<file path="config.mk">
export PLATFORM = sky130hd
export DESIGN_NAME = i2s_rx_flat
export DESIGN_NICKNAME = d
export VERILOG_FILES = /design/src/rtl/audio_pkg.sv /design/src/rtl/i2s_rx_if.sv /design/src/rtl/i2s_sync_edge.sv /design/src/rtl/i2s_rx.sv /design/src/flat_wrapper.sv
export SDC_FILE = /design/constraint.sdc
export NUM_CORES = 1
export LEC_CHECK = 0
export BUFFER_PORTS_ARGS = -buffer_cell sky130_fd_sc_hd__buf_4
export CAP_MARGIN = 10
export CELL_PAD_IN_SITES_DETAIL_PLACEMENT = 0
export CELL_PAD_IN_SITES_GLOBAL_PLACEMENT = 1
export CORE_UTILIZATION = 51
export CTS_CLUSTER_DIAMETER = 120
export DETAILED_ROUTE_END_ITERATION = 8
export HOLD_SLACK_MARGIN = 0.06
export PLACE_DENSITY = 0.9
export SLEW_MARGIN = 20
export SYNTH_ARGS = -nofsm -noshare
export SYNTH_HDL_FRONTEND = slang
export SYNTH_SLANG_ARGS = --single-unit
</file>
<file path="constraint.sdc">
create_clock -name MCLK -period 5 [get_ports MCLK]
set_input_delay 1 -clock MCLK [delete_from_list [all_inputs] [get_ports MCLK]]
set_output_delay 1 -clock MCLK [all_outputs]
set_load 0.01 [all_outputs]
</file>
<file path="src/rtl/audio_pkg.sv">
// audio_pkg: shared types and constants for the I2S capture path.
// Stereo pair struct, receiver state encoding, I2S framing constants.
package audio_pkg;

  localparam int AUDIO_DATA_W   = 16;
  localparam int I2S_DELAY_BITS = 1;

  typedef struct packed {
    logic [AUDIO_DATA_W-1:0] left;
    logic [AUDIO_DATA_W-1:0] right;
  } stereo_sample_t;

  typedef enum logic [1:0] {
    SYNC  = 2'd0,
    LEFT  = 2'd1,
    RIGHT = 2'd2
  } i2s_rx_state_t;

endpackage

</file>
<file path="src/rtl/i2s_rx_if.sv">
// i2s_rx_if: stereo sample output bundle of the I2S receiver.
// master: pair, valid, overrun (+ peaks with I2S_RX_PEAK_EN); slave: ready, clear.
interface i2s_rx_if
  import audio_pkg::*;
#(
  parameter int DATA_W = AUDIO_DATA_W
);

  logic [DATA_W-1:0] sample_left;
  logic [DATA_W-1:0] sample_right;
  logic              sample_valid;
  logic              sample_ready;
  logic              overrun;
  logic              clear_overrun;
`ifdef I2S_RX_PEAK_EN
  logic [DATA_W-2:0] peak_left;
  logic [DATA_W-2:0] peak_right;
`endif

  modport master (
    output sample_left,
    output sample_right,
    output sample_valid,
    output overrun,
`ifdef I2S_RX_PEAK_EN
    output peak_left,
    output peak_right,
`endif
    input  sample_ready,
    input  clear_overrun
  );

  modport slave (
    input  sample_left,
    input  sample_right,
    input  sample_valid,
    input  overrun,
`ifdef I2S_RX_PEAK_EN
    input  peak_left,
    input  peak_right,
`endif
    output sample_ready,
    output clear_overrun
  );

endinterface

</file>
<file path="src/rtl/i2s_sync_edge.sv">
// i2s_sync_edge: STAGES-deep synchroniser with rising-edge pulse per bit.
// Ports: clk_i, rst_i (async high), async_i -> sync_o level, rise_o pulse.
module i2s_sync_edge #(
  parameter int STAGES = 2,
  parameter int WIDTH  = 1
) (
  input  logic             clk_i,
  input  logic             rst_i,
  input  logic [WIDTH-1:0] async_i,
  output logic [WIDTH-1:0] sync_o,
  output logic [WIDTH-1:0] rise_o
);

  logic [WIDTH-1:0] sync_q [STAGES];
  logic [WIDTH-1:0] prev_q;

  always_ff @(posedge clk_i or posedge rst_i) begin
    if (rst_i) begin
      for (int i = 0; i < STAGES; i++) begin
        sync_q[i] <= '0;
      end
      prev_q <= '0;
    end else begin
      sync_q[0] <= async_i;
      for (int i = 1; i < STAGES; i++) begin
        sync_q[i] <= sync_q[i-1];
      end
      prev_q <= sync_q[STAGES-1];
    end
  end

  assign sync_o = sync_q[STAGES-1];
  assign rise_o = sync_o & ~prev_q;

endmodule

</file>
<file path="src/rtl/i2s_rx.sv">
// i2s_rx: I2S capture receiver, one stereo pair per frame on a handshake.
// Ports: MCLK, reset, enable, sclk_in/lrclk_in/sdata_in (async), rx (master).
// Option I2S_RX_PEAK_EN: adds peak_left/peak_right running |sample| maxima.
module i2s_rx
  import audio_pkg::*;
#(
  parameter int DATA_W      = AUDIO_DATA_W,
  parameter int SYNC_STAGES = 2
) (
  input  logic     MCLK,
  input  logic     reset,
  input  logic     enable,
  input  logic     sclk_in,
  input  logic     lrclk_in,
  input  logic     sdata_in,
  i2s_rx_if.master rx
);

  localparam int CW = $clog2(DATA_W + 1);
  localparam int IW = $clog2(DATA_W);

  localparam logic [1:0] ST_SYNC  = SYNC;
  localparam logic [1:0] ST_LEFT  = LEFT;
  localparam logic [1:0] ST_RIGHT = RIGHT;

  logic       tick;
  logic       lr_s;
  logic       sd_s;
  logic       sclk_lvl_unused;
  logic [1:0] lrsd_s;
  logic [1:0] lrsd_rise_unused;

  // lr/sd share the sclk depth so they are sampled aligned with the tick
  i2s_sync_edge #(
    .STAGES (SYNC_STAGES),
    .WIDTH  (1)
  ) u_sclk (
    .clk_i   (MCLK),
    .rst_i   (reset),
    .async_i (sclk_in),
    .sync_o  (sclk_lvl_unused),
    .rise_o  (tick)
  );

  i2s_sync_edge #(
    .STAGES (SYNC_STAGES),
    .WIDTH  (2)
  ) u_lrsd (
    .clk_i   (MCLK),
    .rst_i   (reset),
    .async_i ({sdata_in, lrclk_in}),
    .sync_o  (lrsd_s),
    .rise_o  (lrsd_rise_unused)
  );

  assign lr_s = lrsd_s[0];
  assign sd_s = lrsd_s[1];

  logic [1:0]        state_q, state_d;
  logic              lr_prev_q, lr_prev_d;
  logic [DATA_W-1:0] shift_q, shift_d;
  logic [CW-1:0]     cnt_q, cnt_d;
  logic [DATA_W-1:0] left_q, left_d;
  stereo_sample_t    pair_q, pair_d;
  stereo_sample_t    new_pair;
  logic              valid_q, valid_d;
  logic              ovr_q, ovr_d;
  logic              pair_done;
  logic              slot_free;
  logic              load;
  logic [IW-1:0]     bit_idx;

  // Word assembly: bits land directly at their MSB-first position,
  // so short words come out left-justified with zero LSBs.
  always_comb begin
    state_d   = state_q;
    lr_prev_d = lr_prev_q;
    shift_d   = shift_q;
    cnt_d     = cnt_q;
    left_d    = left_q;
    pair_done = 1'b0;
    new_pair  = '{left: left_q, right: shift_q};
    bit_idx   = IW'(DATA_W - 1) - cnt_q[IW-1:0];
    if (tick) begin
      lr_prev_d = lr_s;
      if (lr_s != lr_prev_q) begin
        // delay bit: close the word that just ended
        shift_d = '0;
        cnt_d   = CW'(I2S_DELAY_BITS - 1);
        unique case (state_q)
          ST_SYNC: begin
            if (!lr_s) state_d = ST_LEFT;
          end
          ST_LEFT: begin
            if (lr_s) begin
              left_d  = shift_q;
              state_d = ST_RIGHT;
            end
          end
          ST_RIGHT: begin
            if (!lr_s) begin
              pair_done = 1'b1;
              state_d   = ST_LEFT;
            end
          end
          default: state_d = ST_SYNC;
        endcase
      end else if (cnt_q < CW'(DATA_W)) begin
        shift_d[bit_idx] = sd_s;
        cnt_d            = cnt_q + CW'(1);
      end
    end
    if (!enable) begin
      state_d   = ST_SYNC;
      shift_d   = '0;
      cnt_d     = '0;
      pair_done = 1'b0;
    end
  end

  assign slot_free = !valid_q || rx.sample_ready;
  assign load      = pair_done && slot_free;

  always_comb begin
    pair_d  = pair_q;
    valid_d = valid_q;
    ovr_d   = ovr_q;
    if (valid_q && rx.sample_ready) valid_d = 1'b0;
    if (load) begin
      pair_d  = new_pair;
      valid_d = 1'b1;
    end
    if (rx.clear_overrun) ovr_d = 1'b0;
    // a drop in the clear cycle still flags
    if (pair_done && !slot_free) ovr_d = 1'b1;
  end

  always_ff @(posedge MCLK or posedge reset) begin
    if (reset) begin
      state_q   <= ST_SYNC;
      lr_prev_q <= 1'b0;
      shift_q   <= '0;
      cnt_q     <= '0;
      left_q    <= '0;
      pair_q    <= '0;
      valid_q   <= 1'b0;
      ovr_q     <= 1'b0;
    end else begin
      state_q   <= state_d;
      lr_prev_q <= lr_prev_d;
      shift_q   <= shift_d;
      cnt_q     <= cnt_d;
      left_q    <= left_d;
      pair_q    <= pair_d;
      valid_q   <= valid_d;
      ovr_q     <= ovr_d;
    end
  end

  assign rx.sample_left  = pair_q.left;
  assign rx.sample_right = pair_q.right;
  assign rx.sample_valid = valid_q;
  assign rx.overrun      = ovr_q;

`ifdef I2S_RX_PEAK_EN
  // |s| with the most negative code clamped to max positive
  function automatic logic [DATA_W-2:0] mag(
    input logic [DATA_W-1:0] s
  );
    logic [DATA_W-1:0] n;
    n = -s;
    if (!s[DATA_W-1]) return s[DATA_W-2:0];
    if (s[DATA_W-2:0] == '0) return '1;
    return n[DATA_W-2:0];
  endfunction

  logic [DATA_W-2:0] pk_l_q, pk_l_d;
  logic [DATA_W-2:0] pk_r_q, pk_r_d;
  logic [DATA_W-2:0] mag_l, mag_r;
  logic [DATA_W-2:0] base_l, base_r;

  always_comb begin
    mag_l  = mag(new_pair.left);
    mag_r  = mag(new_pair.right);
    base_l = rx.clear_overrun ? '0 : pk_l_q;
    base_r = rx.clear_overrun ? '0 : pk_r_q;
    pk_l_d = base_l;
    pk_r_d = base_r;
    if (load && mag_l > base_l) pk_l_d = mag_l;
    if (load && mag_r > base_r) pk_r_d = mag_r;
  end

  always_ff @(posedge MCLK or posedge reset) begin
    if (reset) begin
      pk_l_q <= '0;
      pk_r_q <= '0;
    end else begin
      pk_l_q <= pk_l_d;
      pk_r_q <= pk_r_d;
    end
  end

  assign rx.peak_left  = pk_l_q;
  assign rx.peak_right = pk_r_q;
`endif

endmodule

</file>
<file path="src/flat_wrapper.sv">
// flat-port wrapper written by rule: the top's interface ports become plain ports
module i2s_rx_flat import audio_pkg::*;
#(
  parameter int DATA_W      = AUDIO_DATA_W,
  parameter int SYNC_STAGES = 2
)
  (MCLK, reset, enable, sclk_in, lrclk_in, sdata_in, rx_sample_left, rx_sample_right, rx_sample_valid, rx_overrun, rx_sample_ready, rx_clear_overrun);
  i2s_rx_if #(.DATA_W(DATA_W)) rx_i ();
  input  logic MCLK;
  input  logic reset;
  input  logic enable;
  input  logic sclk_in;
  input  logic lrclk_in;
  input  logic sdata_in;
  output wire logic [$bits(rx_i.sample_left)-1:0] rx_sample_left;
  output wire logic [$bits(rx_i.sample_right)-1:0] rx_sample_right;
  output wire logic [$bits(rx_i.sample_valid)-1:0] rx_sample_valid;
  output wire logic [$bits(rx_i.overrun)-1:0] rx_overrun;
  input wire logic [$bits(rx_i.sample_ready)-1:0] rx_sample_ready;
  input wire logic [$bits(rx_i.clear_overrun)-1:0] rx_clear_overrun;
  assign rx_sample_left = rx_i.sample_left;
  assign rx_sample_right = rx_i.sample_right;
  assign rx_sample_valid = rx_i.sample_valid;
  assign rx_overrun = rx_i.overrun;
  assign rx_i.sample_ready = rx_sample_ready;
  assign rx_i.clear_overrun = rx_clear_overrun;
  i2s_rx #(.DATA_W(DATA_W), .SYNC_STAGES(SYNC_STAGES)) u_core (.MCLK(MCLK), .reset(reset), .enable(enable), .sclk_in(sclk_in), .lrclk_in(lrclk_in), .sdata_in(sdata_in), .rx(rx_i));
endmodule
</file>
* Word level (Yosys, flattened, before mapping)
Index checks and enable logic that the tools add are counted.
Word-level totals: flip-flop bits (word level) 81, input port bits 8, output and inout port bits 34
Cells by class: add/subtract/negate cells 2, $lt $le $gt $ge 3, equal/unequal tests 8, mux-type cells 26, bitwise gates (word level) 2, reduce and logical (&&, ||, !) cells 14
Operator list (count):
- $mux W16 | 4
- $mux W5 | 4
- $bwmux W16 | 1
- $mux W1 | 10
- $mux W2 | 5
- $reduce_and A4 Y1 | 2
- $ne A3 B3 Y1 const B | 2
- $add A5 B1 Y5 const B | 1
- $lt A4 B5 Y1 const B | 1
- $lt A5 B5 Y1 const B | 1
- $demux W1 S4 | 1
- $ge A4 B1 Y1 const B | 1
- $logic_and A1 B1 Y1 | 4
- $ne A2 B1 Y1 const B | 2
- $pmux W2 S2 | 1
- $reduce_bool A2 Y1 | 2
- $sub A4 B4 Y4 const A | 1
- $ne A3 B1 Y1 const B | 1
- $eq A2 B1 Y1 const B | 1
- $eq A2 B2 Y1 const B | 1
- $logic_not A1 Y1 | 2
- $logic_not A2 Y1 | 1
- $reduce_and A2 Y1 | 1
- $reduce_or A2 Y1 | 1
- 4 further kinds | 4

* Depth between registers and ports, before layout
Gate-level depths: netlist of run 1.
word-level depth 10, gate-level depth with buffers 5

* By module
From an unflattened synthesis of run 1, not the netlist that was laid out.
Second synthesis, totals: cells, all modules 258, area total of the unflattened synthesis 3465.8 µm²
Modules (own cells, without submodules):
- i2s_rx | times used 1, cells each 242, area an instance 3176.8 µm²
- i2s_sync_edge at u_core.u_lrsd | times used 1, cells each 11, area an instance 196.4 µm²
- i2s_sync_edge at u_core.u_sclk | times used 1, cells each 5, area an instance 92.6 µm²

* Least setup slack after synthesis of run 1
Ideal clock, no wire load.
path kind input-to-reg, start input enable, end register u_core.pair_q, in the netlist u_core.rx.sample_left[0], data arrival time 1.859 ns, setup slack 3.016 ns, cell stages on the path 4, path buffers 1, cell sequence nor2b_1 > nand4_4 > buf_6 > mux2_4
Between the ends: cells in the longest elaborated chain, start to end 2
Ends and longest elaborated chain:
- start, declared | RTL line flat_wrapper.sv:11 | input logic enable;
- $mux W1 | RTL line i2s_rx.sv:113 | if (!enable) begin
- $logic_and A1 B1 Y1 | RTL line i2s_rx.sv:122 | assign load = pair_done && slot_free;
- end signal, assigned | RTL line i2s_rx.sv:154 | pair_q <= pair_d;
- end, declared | RTL line i2s_rx.sv:64 | stereo_sample_t pair_q, pair_d;
No other way between the ends. A chain may end at the register's enable or synchronous reset.

* Worst setup path in the final report of run 1
start input enable, end register u_core.pair_q, in the netlist u_core.rx.sample_right[13]
The elaborated chain is that of the path after synthesis.

==> run summary, run 1 <==
FF-to-FF End - u_core.rx.sample_right[13]$_DFFE_PP0P_
core area - 0.006832 sq mm
final hold viol count - 0
Finished Cell Area - 0.004144 sq mm
setup TNS - 0 ns
dpl hpwl - 4311 microns
crit path time final - 2.509 ns
Cell variety after synth - 47
worst r2r path cells - 3
Vias - 2164
area of the multi-input gates - 0.001466 sq mm
vias in the first global route - 2122
placed cell areas - 0.003956 sq mm
Clk pin slew, worst setup/hold paths - 0.09 ns
Mapped Nets - 268
critical path class - in -> reg
most common cell after layout, fill and taps aside - dfrtp_1
worst r2r src - u_core.u_sclk.prev_q$_DFF_PP0_
status - complete, no violations
post-synthesis sequential area ratio - 56.06%
Pwr Density - 281.6 mW/mm^2
number of diodes - 0
Max Slew Vio Count - 0
startpoint types - input port
yosys warns - 0
IO buf count - 41
Crit path largest cell delay - 0.67 ns
Critical Path Fanout Max - 32
endpoint type of the worst setup path - flip-flop
sequential standard cell area - 0.002027 sq mm
fillers - 558
clk root buf - clkbuf_8
num ports - 42
post-CTS setup buffers - 0
Synth area leaders - dfrtp_1, mux2_4, a32o_1
worst clock skew - 0.009343 ns
#FFs+latches synth - 81
Overflow after GRT - 0
peak supply drop - 131.2 uV
commonest non-fill, non-tap cells in the layout - dfrtp_1, buf_4, mux2_4
syn_area_per_cell - 14.12 sq um
critical-path cell list - buf_4, nor2b_1, nand4_4, mux2_2
# rows - 30
# DRC - 0
TritonCTS clock tree - done
Rel. slew slack - 44.67%
antenna violations before repair - 0
Worst-Margin Slew - 0.8283 ns
hold_sp - u_core.u_lrsd.sync_q[2]$_DFF_PP0_
CTS HTree Levels - 3
Max-Cap Viols - 0
Worst EP required - 5.22 ns
Buf/Inv on CP - 1
endpoints failing setup - 0
die area - 0.007430 sq mm
Syn-to-layout area delta - 14.60%
final WL - 6400 microns
via/cell ratio - 5.451
pin count of the biggest net entering global routing - 49
Hold Path End - u_core.u_lrsd.sync_o[0]$_DFF_PP0_
cell taking the most area after synthesis - dfrtp_1
first-pass GRT wire length - 10850 microns
fin nets - 308
Resized Gates After CTS - 0
R2R Setup Slk - 2.76 ns
GP Congestion - 0.8182
fmax - 0.3985 GHz
clk sinks - 81
CTS Hold Bufs - 0
Leakage - 2.095 nW
CTS buffer count - 9
clock latency on the worst-skew pair - 0.34 ns
Post-Syn Area - 0.003616 sq mm
final critical-path share of the clock period - 50.19%
die height - 86.20 microns
Detail Route Antenna Nets - 0
CP max-delay cell - nand4_4
layout cells sized above 1 - 39.53%
WL per Instance - 16.12 microns
Detailed Routing Iterations Pass 1 - 4
Worst EP arrival - 2.73 ns
Mapped Cells - 256
Clock Tree Buf Depth - 2
Initial Util - 52.93%
Synth top area share - 56.06%
cell family with most CP delay - simple AND/OR/NAND/NOR gates
RSZ-0062 raised after global routing - false
hold path depth - 0
Initial DRC Count - 147
chip width - 86.20 microns
GRT Overall Usage - 19.09%
Hold WC Path Type - reg -> reg
layer usage:
layer / routed length (microns) / track usage (%) / vias to the layer above
met3: 193 / 3.143 / 9
met1: 2923 / 26.60 / 1092
li1: - / - / 1018
met4: 84 / 6.818 / 0
met5: 0 / 0 / -
met2: 3199 / 30.45 / 45
flip-flops by register name, summed over array words and instances, names as in the netlist:
name / cells
u_core.state_q: 2
u_core.lr_prev_q: 1
u_core.u_sclk.prev_q: 1
u_core.rx.sample_left: 16
u_core.rx.sample_valid: 1
u_core.rx.sample_right: 16
u_core.u_sclk.sync_o: 1
u_core.cnt_q: 5
u_core.left_q: 16
u_core.u_lrsd.sync_q: 2
u_core.shift_q: 16
u_core.u_sclk.sync_q: 1
u_core.u_lrsd.sync_o: 2
u_core.rx.overrun: 1
worst register-to-register path, stage by stage, from the launching register on:
cell	delay, ns
dfrtp_1	0.47
and2b_4	0.41
nand4_4	0.64
mux2_2	0.59
metrics by stage:
stage	setup slack (ns)	hold WS (ns)	total power (W)	std cells	util (%)
3_3_place_gp	2.242	0.3319	0.0007341	381	57.91
6_report	2.491	0.3540	0.001167	397	60.66
5_1_grt	2.430	0.3640	0.001217	397	60.66
2_1_floorplan	1.920	0.3312	0.0007205	256	-
3_5_place_dp	2.171	0.3365	0.0007359	381	57.91
4_1_cts	2.497	0.3571	0.001181	397	60.66
how the worst max path moves through the flow:
stage	to	slack [ns]	cells past startpoint	start
2_1_floorplan	u_core.cnt_q[0]$_DFFE_PP0P_	1.92	1	reset
4_1_cts	u_core.rx.sample_right[3]$_DFFE_PP0P_	2.50	4	enable
3_3_place_gp	u_core.rx.sample_right[7]$_DFFE_PP0P_	2.24	4	enable
6_report	u_core.rx.sample_right[13]$_DFFE_PP0P_	2.49	4	enable
3_5_place_dp	u_core.rx.sample_right[3]$_DFFE_PP0P_	2.17	4	enable
5_1_grt	u_core.rx.sample_left[4]$_DFFE_PP0P_	2.43	4	enable
cells in the mapped netlist, drive strengths merged:
master  instances
o32ai           2
nor3            2
nand4           5
and3            1
xor2            1
nand3           8
ha              4
clkbuf          2
and4bb          1
buf            11
or4             1
inv             7
a41oi           1
a31o            2
nand2b          3
mux2i           2
dfrtp          81
nand2          22
nor4            3
a32o           11
nor2            1
nand3b          2
and3b           1
a21oi           8
and2b           1
o211ai          2
nor2b           5
nor4bb          2
or4b            1
or3             1
nor4b           3
mux2           48
o21a            1
a31oi           1
nand4b          2
xnor2           1
a211o           1
o22ai           1
o21ai           2
and2            2
final cells by class:
| class | instances | share of cell area [%] |
|---|---|---|
| Clock buffer | 10 | 3.321 |
| Sequential cell | 81 | 48.91 |
| Clock inverter | 6 | 1.208 |
| Timing Repair Buffer | 42 | 7.609 |
| Inverter | 7 | 0.6643 |
| Multi-Input combinational cell | 155 | 35.39 |
| Tap cell | 96 | 2.899 |
cells by family after synthesis:
| family | Yosys count | share of synthesized area, % |
|---|---|---|
| flip-flops | 81 | 56.06 |
| AO/OA/AOI/OAI | 32 | 6.956 |
| buffers and inverters | 20 | 3.391 |
| XOR/XNOR | 2 | 0.6922 |
| multiplexers | 50 | 19.55 |
| adder cells (fa/ha/maj) | 4 | 1.384 |
| AND/OR/NAND/NOR | 67 | 11.97 |
report_power, final:
part | internal [W] | switching (W)
registers | 0.000660 | 0.00000878
logic | 0.0000154 | 0.0000384
clock network | 0.000199 | 0.000246
Note: power is estimated with default switching activity, not from simulation.
==> run 2: changes to the inputs <==
- CORE_UTILIZATION: 51 -> 43
- PLACE_DENSITY: 0.9 -> 0.82
- clock period: 5 -> 2.3 ns (I/O delays scaled with it)
==> run summary, run 2 (synthesized netlist as in run 1, its figures left out) <==
TritonCTS clock tree - done
Max-Cap Viols - 0
status - complete, no violations
num ports - 42
layout cells sized above 1 - 40.52%
dpl hpwl - 4359 microns
Switch Pwr - 0.0006541 W
vias in the first global route - 2178
final worst slack - 0.4829 ns
antenna violations before repair - 0
sequential fraction of design power - 57.0%
Clock Tree Buf Depth - 2
clock power share - 37.8%
Worst EP required - 2.54 ns
Overflow after GRT - 0
pin count of the biggest net entering global routing - 82
final hold viol count - 0
startpoint types - flip-flop
placed cell areas - 0.004033 sq mm
final cell count without fillers - 411
Clk pin slew, worst setup/hold paths - 0.08 ns
Initial Util - 44.23%
commonest non-fill, non-tap cells in the layout - dfrtp_1, buf_4, mux2_4
Syn-to-layout area delta - 16.64%
Finished Cell Area - 0.004218 sq mm
placed cell count - 395
peak supply drop - 312.2 uV
wl on met1 - 2938 microns
clock latency on the worst-skew pair - 0.36 ns
first-pass GRT wire length - 10920 microns
clk sinks - 81
Rel. slew slack - 54.41%
Crit path largest cell delay - 0.51 ns
metal2 WL - 3117 microns
endpoint type of the worst setup path - flip-flop
fmax - 0.5503 GHz
combinational fraction of design power - 5.2%
critical path class - reg -> reg
# DRC - 0
Worst EP arrival - 2.06 ns
overall power - 0.002541 W
IO buf count - 41
max layer used - met4
crit path time final - 1.817 ns
Sw Share - 25.74%
die height - 93.70 microns
Critical Path Fanout Max - 22
clk root buf - clkbuf_8
worst clock skew - 0.01104 ns
fin nets - 313
endpoints failing setup - 0
Internal - 0.001887 W
GP Congestion - 0.7814
Resized Gates After CTS - 0
number of diodes - 0
setup TNS - 0 ns
Vias - 2205
Leakage - 2.125 nW
via/cell ratio - 5.365
Worst-Margin Slew - 0.6775 ns
GRT Overall Usage - 16.31%
core area - 0.008175 sq mm
CP max-delay cell - dfrtp_1
fillers - 729
Detailed Routing Iterations Pass 1 - 4
final critical-path share of the clock period - 79.00%
chip width - 93.70 microns
die area - 0.008780 sq mm
critical-path cell list - and3b_2, nand4_4, buf_12, mux2_4
RSZ-0062 raised after global routing - false
CTS Hold Bufs - 0
most common cell after layout, fill and taps aside - dfrtp_1
worst slack at placement - 0.3656 ns
post-CTS setup buffers - 0
Max Slew Vio Count - 0
WL per Instance - 15.62 microns
Initial DRC Count - 137
Detail Route Antenna Nets - 0
Pwr Density - 602.5 mW/mm^2
final WL - 6420 microns
Hold WC Path Type - in -> reg
CTS HTree Levels - 3
wire length on met3 - 255 microns
CTS buffer count - 9
# rows - 33
==> run 2: cell count changes in the layout (fill, tap and decap cells not counted), sizes merged <==
cell and delta:
clkbuf -1, buf +5, clkinv -1, inv +1
clkinvlp +1
==> run 2: path summary, 6_finish.rpt <==
| kind | startpoint | endpoint | slack (ns) | cells after the start |
|---|---|---|---|---|
| setup / recovery | u_core.u_lrsd.sync_o[0]$_DFF_PP0_ | u_core.rx.sample_right[7]$_DFFE_PP0P_ | 0.48 | 4 |
| hold / removal | sdata_in | u_core.u_lrsd.sync_q[3]$_DFF_PP0_ | 0.21 | 1 |
| setup reg to reg | u_core.u_lrsd.sync_o[0]$_DFF_PP0_ | u_core.rx.sample_right[7]$_DFFE_PP0P_ | 0.48 | 4 |
| hold reg to reg | u_core.u_lrsd.sync_q[2]$_DFF_PP0_ | u_core.u_lrsd.sync_o[0]$_DFF_PP0_ | 0.35 | 0 |
| max in group asynchronous | reset | u_core.cnt_q[4]$_DFFE_PP0P_ | 1.75 | 3 |
| min in group asynchronous | reset | u_core.rx.sample_left[2]$_DFFE_PP0P_ | 0.22 | 3 |
==> run 2: worst max-delay path: cells and delay by family, from the launching register on <==
family / cells / cell delay, ns
and+or+nand+nor: 2 / 0.60
buffers and inverters: 1 / 0.28
muxes: 1 / 0.31
DFF: 1 / 0.51
==> run 2: power by group through the flow <==
| stage | clock [W] | combinational, W | sequential, W |
|---|---|---|---|
| CTS | 0.000996 | 0.000133 | 0.00145 |
| global route | 0.00106 | 0.000148 | 0.00145 |
| detailed placement | 0 | 0.000133 | 0.00148 |
| finish | 0.000961 | 0.000131 | 0.00145 |
| floorplan | 0 | 0.0000962 | 0.00147 |
| global placement | 0 | 0.000132 | 0.00148 |
==> run 2: final cells by class <==
class / count / area [sq um] / share of cell area [%]
Inverter: 7 / 30.03 / 0.7120
Clock inverter: 7 / 61.31 / 1.454
Tap cell: 105 / 131.4 / 3.115
Timing Repair Buffer: 47 / 377.9 / 8.959
Clock buffer: 9 / 123.9 / 2.937
Sequential cell: 81 / 2027 / 48.06
Multi-Input combinational cell: 155 / 1466 / 34.77
==> run 2: per-layer routing <==
| metal | vias to the layer above | GRT usage (%) |
|---|---|---|
| li1 | 1027 | - |
| met1 | 1122 | 22.48 |
| met2 | 46 | 24.94 |
| met3 | 10 | 3.883 |
| met4 | 0 | 6.154 |
| met5 | - | 0 |
==> run 2: stage by stage <==
step                      hold slack, ns  utilization (%)
after floorplan                   0.3312                -
after CTS                         0.1967            51.59
after global placement            0.3333            49.33
after global routing              0.1898            51.59
after detailed placement          0.3381            49.33
final                             0.2124            51.59
